===== src/rtl/addsub_seq_pkg.sv =====
// addsub_seq_pkg
//   Shared constants for the nibble-serial add/subtract sequencer:
//   FSM state encodings, op encodings and the datapath nibble width.
//   Imported by addsub_nibble and nibble_serial_addsub_ctrl.
package addsub_seq_pkg;

    localparam logic [1:0] ST_IDLE = 2'd0;
    localparam logic [1:0] ST_RUN  = 2'd1;
    localparam logic [1:0] ST_DONE = 2'd2;

    localparam logic OP_ADD = 1'b0;
    localparam logic OP_SUB = 1'b1;

    localparam int NIBBLE_W = 4;

endpackage


===== src/rtl/addsub_nibble.sv =====
// addsub_nibble
//   Combinational 4-bit adder with carry-in. One instance is time-shared by
//   every pass of the sequencer. Subtraction is handled upstream by inverting
//   b and seeding cin, so this block only ever adds.
// Ports
//   a, b  : nibble operands
//   cin   : carry in
//   s     : nibble sum
//   cout  : carry out
module addsub_nibble
    import addsub_seq_pkg::*;
(
    input  logic [NIBBLE_W-1:0] a,
    input  logic [NIBBLE_W-1:0] b,
    input  logic                cin,
    output logic [NIBBLE_W-1:0] s,
    output logic                cout
);

    assign {cout, s} = {1'b0, a} + {1'b0, b} + {{NIBBLE_W{1'b0}}, cin};

endmodule


===== src/rtl/nibble_serial_addsub_ctrl.sv =====
// nibble_serial_addsub_ctrl
//   Sequences a WIDTH-bit add or subtract over one shared 4-bit adder, LSB
//   nibble first, one nibble per clock, with a registered carry between
//   passes. Result and carry-out are valid when done pulses.
//   Optional macro ADDSUB_OVF_FLAG_EN adds a signed-overflow output ovf.
// Ports
//   clk, rst : clock, asynchronous active-high reset
//   start    : request, accepted when start && ready
//   op       : 0 add, 1 subtract (sampled on accept)
//   a, b     : operands (sampled on accept)
//   ready    : idle, can accept
//   busy     : running or presenting the result
//   sum      : result register (valid from done until next accept)
//   cout     : final carry; on subtract 1 means no borrow
//   done     : one-cycle result-valid pulse
//   ovf      : signed overflow (ADDSUB_OVF_FLAG_EN only)
//
// state   | meaning
// --------+---------------------------------------------
// ST_IDLE | waiting for start, ready=1
// ST_RUN  | one nibble processed per clock, idx counts up
// ST_DONE | result final, done=1 for this single cycle
module nibble_serial_addsub_ctrl
    import addsub_seq_pkg::*;
#(
    parameter int WIDTH = 16
) (
    input  logic             clk,
    input  logic             rst,
    input  logic             start,
    input  logic             op,
    input  logic [WIDTH-1:0] a,
    input  logic [WIDTH-1:0] b,
    output logic             ready,
    output logic             busy,
    output logic [WIDTH-1:0] sum,
    output logic             cout,
    output logic             done
`ifdef ADDSUB_OVF_FLAG_EN
    ,
    output logic             ovf
`endif
);

    localparam int NIB   = WIDTH / NIBBLE_W;
    localparam int IDX_W = (NIB > 1) ? $clog2(NIB) : 1;
    localparam logic [IDX_W-1:0] LAST_IDX = IDX_W'(NIB - 1);

    logic [1:0]          state_q, state_d;
    logic [IDX_W-1:0]    idx_q;
    logic                carry_q;
    logic                op_r;
    logic [WIDTH-1:0]    a_r, b_r, b_eff, sum_q;
    logic                cout_q;
    logic [NIBBLE_W-1:0] a_nib, b_nib, s_nib;
    logic                c_nib;
    logic                accept, last_nib;
    logic [IDX_W+1:0]    nib_off;

    assign accept   = (state_q == ST_IDLE) && start;
    assign last_nib = (state_q == ST_RUN) && (idx_q == LAST_IDX);

    // Bit offset of the current nibble: idx * 4.
    assign nib_off = {idx_q, 2'b00};
    assign b_eff   = b_r ^ {WIDTH{op_r == OP_SUB}};
    assign a_nib   = a_r[nib_off +: NIBBLE_W];
    assign b_nib   = b_eff[nib_off +: NIBBLE_W];

    addsub_nibble u_nibble (
        .a    (a_nib),
        .b    (b_nib),
        .cin  (carry_q),
        .s    (s_nib),
        .cout (c_nib)
    );

    always_ff @(posedge clk or posedge rst) begin
        if (rst) state_q <= ST_IDLE;
        else     state_q <= state_d;
    end

    always_comb begin
        state_d = state_q;
        case (state_q)
            ST_IDLE: if (start) state_d = ST_RUN;
            ST_RUN:  if (idx_q == LAST_IDX) state_d = ST_DONE;
            ST_DONE: state_d = ST_IDLE;
            default: state_d = ST_IDLE;
        endcase
    end

    always_comb begin
        ready = (state_q == ST_IDLE);
        busy  = (state_q == ST_RUN) || (state_q == ST_DONE);
        done  = (state_q == ST_DONE);
    end

    // Sum is deliberately not cleared on accept; it holds the previous result
    // until the first nibble of the new op overwrites its low bits.
    always_ff @(posedge clk or posedge rst) begin
        if (rst) begin
            a_r     <= '0;
            b_r     <= '0;
            op_r    <= 1'b0;
            carry_q <= 1'b0;
            idx_q   <= '0;
            sum_q   <= '0;
            cout_q  <= 1'b0;
        end else if (accept) begin
            a_r     <= a;
            b_r     <= b;
            op_r    <= op;
            carry_q <= op;   // the +1 of A + ~B + 1
            idx_q   <= '0;
        end else if (state_q == ST_RUN) begin
            sum_q[nib_off +: NIBBLE_W] <= s_nib;
            carry_q <= c_nib;
            idx_q   <= idx_q + 1'b1;
            if (last_nib) cout_q <= c_nib;
        end
    end

    assign sum  = sum_q;
    assign cout = cout_q;

`ifdef ADDSUB_OVF_FLAG_EN
    logic ovf_q;

    // Carry into the MSB recovered from the MSB sum bit; overflow when it
    // disagrees with the carry out of the MSB.
    always_ff @(posedge clk or posedge rst) begin
        if (rst)           ovf_q <= 1'b0;
        else if (last_nib) ovf_q <= (a_nib[NIBBLE_W-1] ^ b_nib[NIBBLE_W-1] ^ s_nib[NIBBLE_W-1]) ^ c_nib;
    end

    assign ovf = ovf_q;
`endif

endmodule


===== config.mk =====
export PLATFORM = sky130hd
export DESIGN_NAME = nibble_serial_addsub_ctrl
export DESIGN_NICKNAME = d
export VERILOG_FILES = /design/src/rtl/addsub_seq_pkg.sv /design/src/rtl/addsub_nibble.sv /design/src/rtl/nibble_serial_addsub_ctrl.sv
export SDC_FILE = /design/constraint.sdc
export NUM_CORES = 1
export LEC_CHECK = 0
export BUFFER_PORTS_ARGS = -buffer_cell sky130_fd_sc_hd__buf_2
export CAP_MARGIN = 20
export CELL_PAD_IN_SITES_DETAIL_PLACEMENT = 0
export CELL_PAD_IN_SITES_GLOBAL_PLACEMENT = 2
export CORE_ASPECT_RATIO = 0.8
export CORE_MARGIN = 8
export CORE_UTILIZATION = 36
export DETAILED_ROUTE_END_ITERATION = 6
export HOLD_SLACK_MARGIN = 0.1
export PLACE_DENSITY_LB_ADDON = 0.1
export SLEW_MARGIN = 10
export SYNTH_ARGS = -nofsm -noshare
export SYNTH_HDL_FRONTEND = slang
export SYNTH_SLANG_ARGS = --single-unit

===== constraint.sdc =====
create_clock -name clk -period 3.2 [get_ports clk]
set_clock_uncertainty 0.2 [all_clocks]
set_input_delay 0.32 -clock clk [delete_from_list [all_inputs] [get_ports clk]]
set_output_delay 0.32 -clock clk [all_outputs]
set_load 0.02 [all_outputs]

==> impl_metrics.csv <==
group,metric,value,unit
cts,clock_latency,0.30,ns
timing,grt_setup_unrepaired,"no",
detailed_routing,wl_per_instance,15.2,um
setup_path,worst_path_arrival,2.61,ns
detailed_routing,antenna_left,0,
logic_synthesis,yosysMostFrequentCell,"dfrtp_1",
logic_synthesis,synth_area,2630,sq um
power,clkPwrFrac,11.1,%
floorplanning,initial_core_util,36.4,%
finish,finish.utilization,48.0,%
power,share_seq_of_total_power,32.0,%
detailed_routing,drt_drc,0,
logic_synthesis,dominantRegCellSynth,"dfrtp_1",
power,p_switching,0.00157,W
power,power.leakage,1.63,nW
logic_synthesis,avg_inst_size_synth,13.5,sq um
setup_path,startpoint_type_of_the_worst_setup_path,"flop",
timing,post-route-min-period,2.64,ns
power,intPower,0.00217,W
logic_synthesis,ys_async_sr_fraction,100,%
logic_synthesis,postSynthCellCount,194,
logic_synthesis,synthTopCellsByArea,"dfrtp_1 (52%), mux2_2 (12%), mux4_2 (6.9%)",
status,outcome,"finished clean",
cts,cts_tree,"yes",
cts,clk_pin_slew_worst_paths,0.09,ns
finish,total_inserted_antenna_cells,0,
setup_path,critical_path.max_fanout,12,
power,power_frac_comb,56.8,%
cts,cts.path.max_buffers,2,
global_route,groute.usage.overall,11.8,%
power,fraction_of_power_spent_switching_nets,42.0,%
run,timing.max_cap.violations,0,
min_path,timing.hold.worst.class,"in2reg",
logic_synthesis,synth_top_area_share,52.4,%
power,power_per_cell_area,1080,nW/um^2
floorplanning,die_height,92.4,um
logic_synthesis,synth_enable_flop_cells,0,
global_route,globalRoute.totalOverflow,0,
global_route,grt_antenna_before_repair,0,
global_route,via_count_of_the_first_global_routing_pass,2004,
logic_synthesis,synth_seq_area_share,52.4,%
finish,syn2layout_area_growth,31.8,%
power,total_power,0.00374,W
placement,io_buffer_count,55,
global_route,global_route_wire_length_before_repair,10.1,mm
cts,numCtsBuffers,5,
finish,layout-drive-gt1-share,37.7,%
detailed_routing,routed-via-count,1807,
power,irDropWorstVdd,806,uV
logic_synthesis,yosysWarningCount,0,
timing,tightestPinTransition,0.809,ns
logic_synthesis,postSynthRegisterBits,55,
cts,cts.sinks,55,
logic_synthesis,syn_nets,244,
setup_path,end_kind,"flop",
setup_path,cp_data_required_time,3.17,ns
setup_path,timing.setup.critical_path_class,"reg2reg",
global_route,maximum_number_of_pins_on_one_net_before_global_route_repair,37,
timing,final-setup-viol-count,0,
timing,maxSlewHeadroom,45.9,%
placement,routabilityCongestion,0.750,
detailed_routing,initial_detailed_routing_violation_count,37,
timing,finalCritPeriodShare,82.5,%
finish,fin_nets,338,
cts,cts_post_setup_buffers_inserted,0,
finish,nFillCells,670,
floorplanning,row_count,28,
floorplanning,die_w,111,um
detailed_routing,routed_via_density,4.77,
logic_synthesis,post-synth-top-area-cell,"dfrtp_1",
timing,timing.setup.tns,0,ns
timing,slew_violations,0,
detailed_routing,detail_route.first_pass.iterations,4,
floorplanning,fp.coreArea,7220,sq um
floorplanning,die_area,10300,sq um
detailed_routing,wl,5.74,mm
timing,fmax,0.379,GHz
cts,cts.root.buffer_cell,"clkbuf_8",
logic_synthesis,netlist-cell-type-count,33,
cts,h_tree_lvl_count,2,
floorplanning,design.portCount,56,
timing,hold_violations,0,
placement,place.detailed.hpwl,4.32,mm
logic_synthesis,netlist_top_cells_count,"dfrtp_1 (55), mux2_2 (28), nand2_1 (14)",
per-layer routing:
metal	GRT usage [%]	vias to the layer above	share of wire (%)
li1	-	888	-
met1	16.5	879	50
met2	18.0	38	45
met3	3.42	2	3.9
met4	1.99	0	0.40
met5	0	-	0
what timing repair did:
action	CTS	global route
hold endpoints to repair	54	0
hold buffers	34	0
gates resized for setup	0	0
power by group through the flow:
| stage | sequential (W) | combinational, W | clock (W) |
|---|---|---|---|
| 6_report | 0.00120 | 0.00213 | 0.000416 |
| 4_1_cts | 0.00121 | 0.00217 | 0.000434 |
| 3_3_place_gp | 0.00122 | 0.00213 | 0 |
| 3_5_place_dp | 0.00122 | 0.00214 | 0 |
| 2_1_floorplan | 0.00125 | 0.00144 | 0 |
| 5_1_grt | 0.00125 | 0.00236 | 0.000465 |
cell families (layout without fill, tap and decap cells):
logic type | count (synthesis) | after routing | synth area share [%]
XOR/XNOR | 6 | 6 | 2.00
multiplexers | 41 | 41 | 21.0
buffers and inverters | 17 | 112 | 2.72
flip-flops | 55 | 55 | 52.4
AO/OA/AOI/OAI | 31 | 31 | 8.10
adder cells (fa/ha/maj) | 14 | 14 | 7.24
AND/OR/NAND/NOR | 30 | 30 | 6.53
critical path, cell delays in order (launching register included):
cell      delay [ns]
dfrtp_1         0.37
buf_4           0.23
mux4_2          0.53
xor2_1          0.18
fa_1            0.44
a21o_1          0.20
a211oi_1        0.25
o21ai_0         0.12
placed cells by master (no fill, tap or decap), drive strengths merged, types with 2 or more instances in the layout:
| cell | instances |
|---|---|
| and3b | 3 |
| a21oi | 8 |
| xnor2 | 2 |
| clkbuf | 7 |
| mux2 | 32 |
| mux4 | 8 |
| nand3 | 2 |
| buf | 60 |
| dlygate4sd3 | 34 |
| ha | 12 |
| o21ai | 6 |
| nand2b | 2 |
| nand2 | 16 |
| o31ai | 4 |
| dfrtp | 55 |
| nand3b | 2 |
| fa | 2 |
| xor2 | 4 |
| inv | 10 |
| a22o | 8 |
flip-flops by register name (all words and copies together), names as in the netlist:
name	count
a_r	16
b_r	16
sum	16
idx_q	2
state_q	2
carry_q	1
cout	1
op_r	1
area by class of cell:
cell class | count | area (sq um) | area share (%)
multi-input combinational | 122 | 1180 | 34.0
inverter | 10 | 37.5 | 1.08
tap | 90 | 113 | 3.25
clock buffer | 7 | 96.3 | 2.78
timing repair buffer | 94 | 653 | 18.9
sequential | 55 | 1380 | 39.8
clock inverter | 1 | 7.51 | 0.217
path summary, 6_finish.rpt:
kind                       slack [ns]  cells past startpoint                     end                  from
max in group asynchronous        1.63                      4  state_q[1]$_DFFE_PP0P_                   rst
hold reg to reg                  0.28                      2      sum[0]$_DFFE_PP0P_    sum[0]$_DFFE_PP0P_
setup reg to reg                 0.56                      7     carry_q$_DFFE_PP0P_  idx_q[1]$_DFFE_PP0P_
setup / recovery                 0.56                      7     carry_q$_DFFE_PP0P_  idx_q[1]$_DFFE_PP0P_
hold / removal                   0.12                      3        op_r$_DFFE_PP0P_                    op
min in group asynchronous        0.36                      3     a_r[14]$_DFFE_PP0P_                   rst
metrics by stage:
| step | setup WS, ns | area (sq um) | hold slack, ns | std cells |
|---|---|---|---|---|
| floorplan | 0.457 | 2630 | 0.207 | 194 |
| global placement | 0.565 | 3020 | 0.157 | 337 |
| detailed placement | 0.547 | 3020 | 0.159 | 337 |
| CTS | 0.527 | 3460 | 0.115 | 379 |
| global route | 0.362 | 3460 | 0.117 | 379 |
| finish | 0.559 | 3460 | 0.120 | 379 |
No activity file was read; power rests on OpenSTA's default activity.
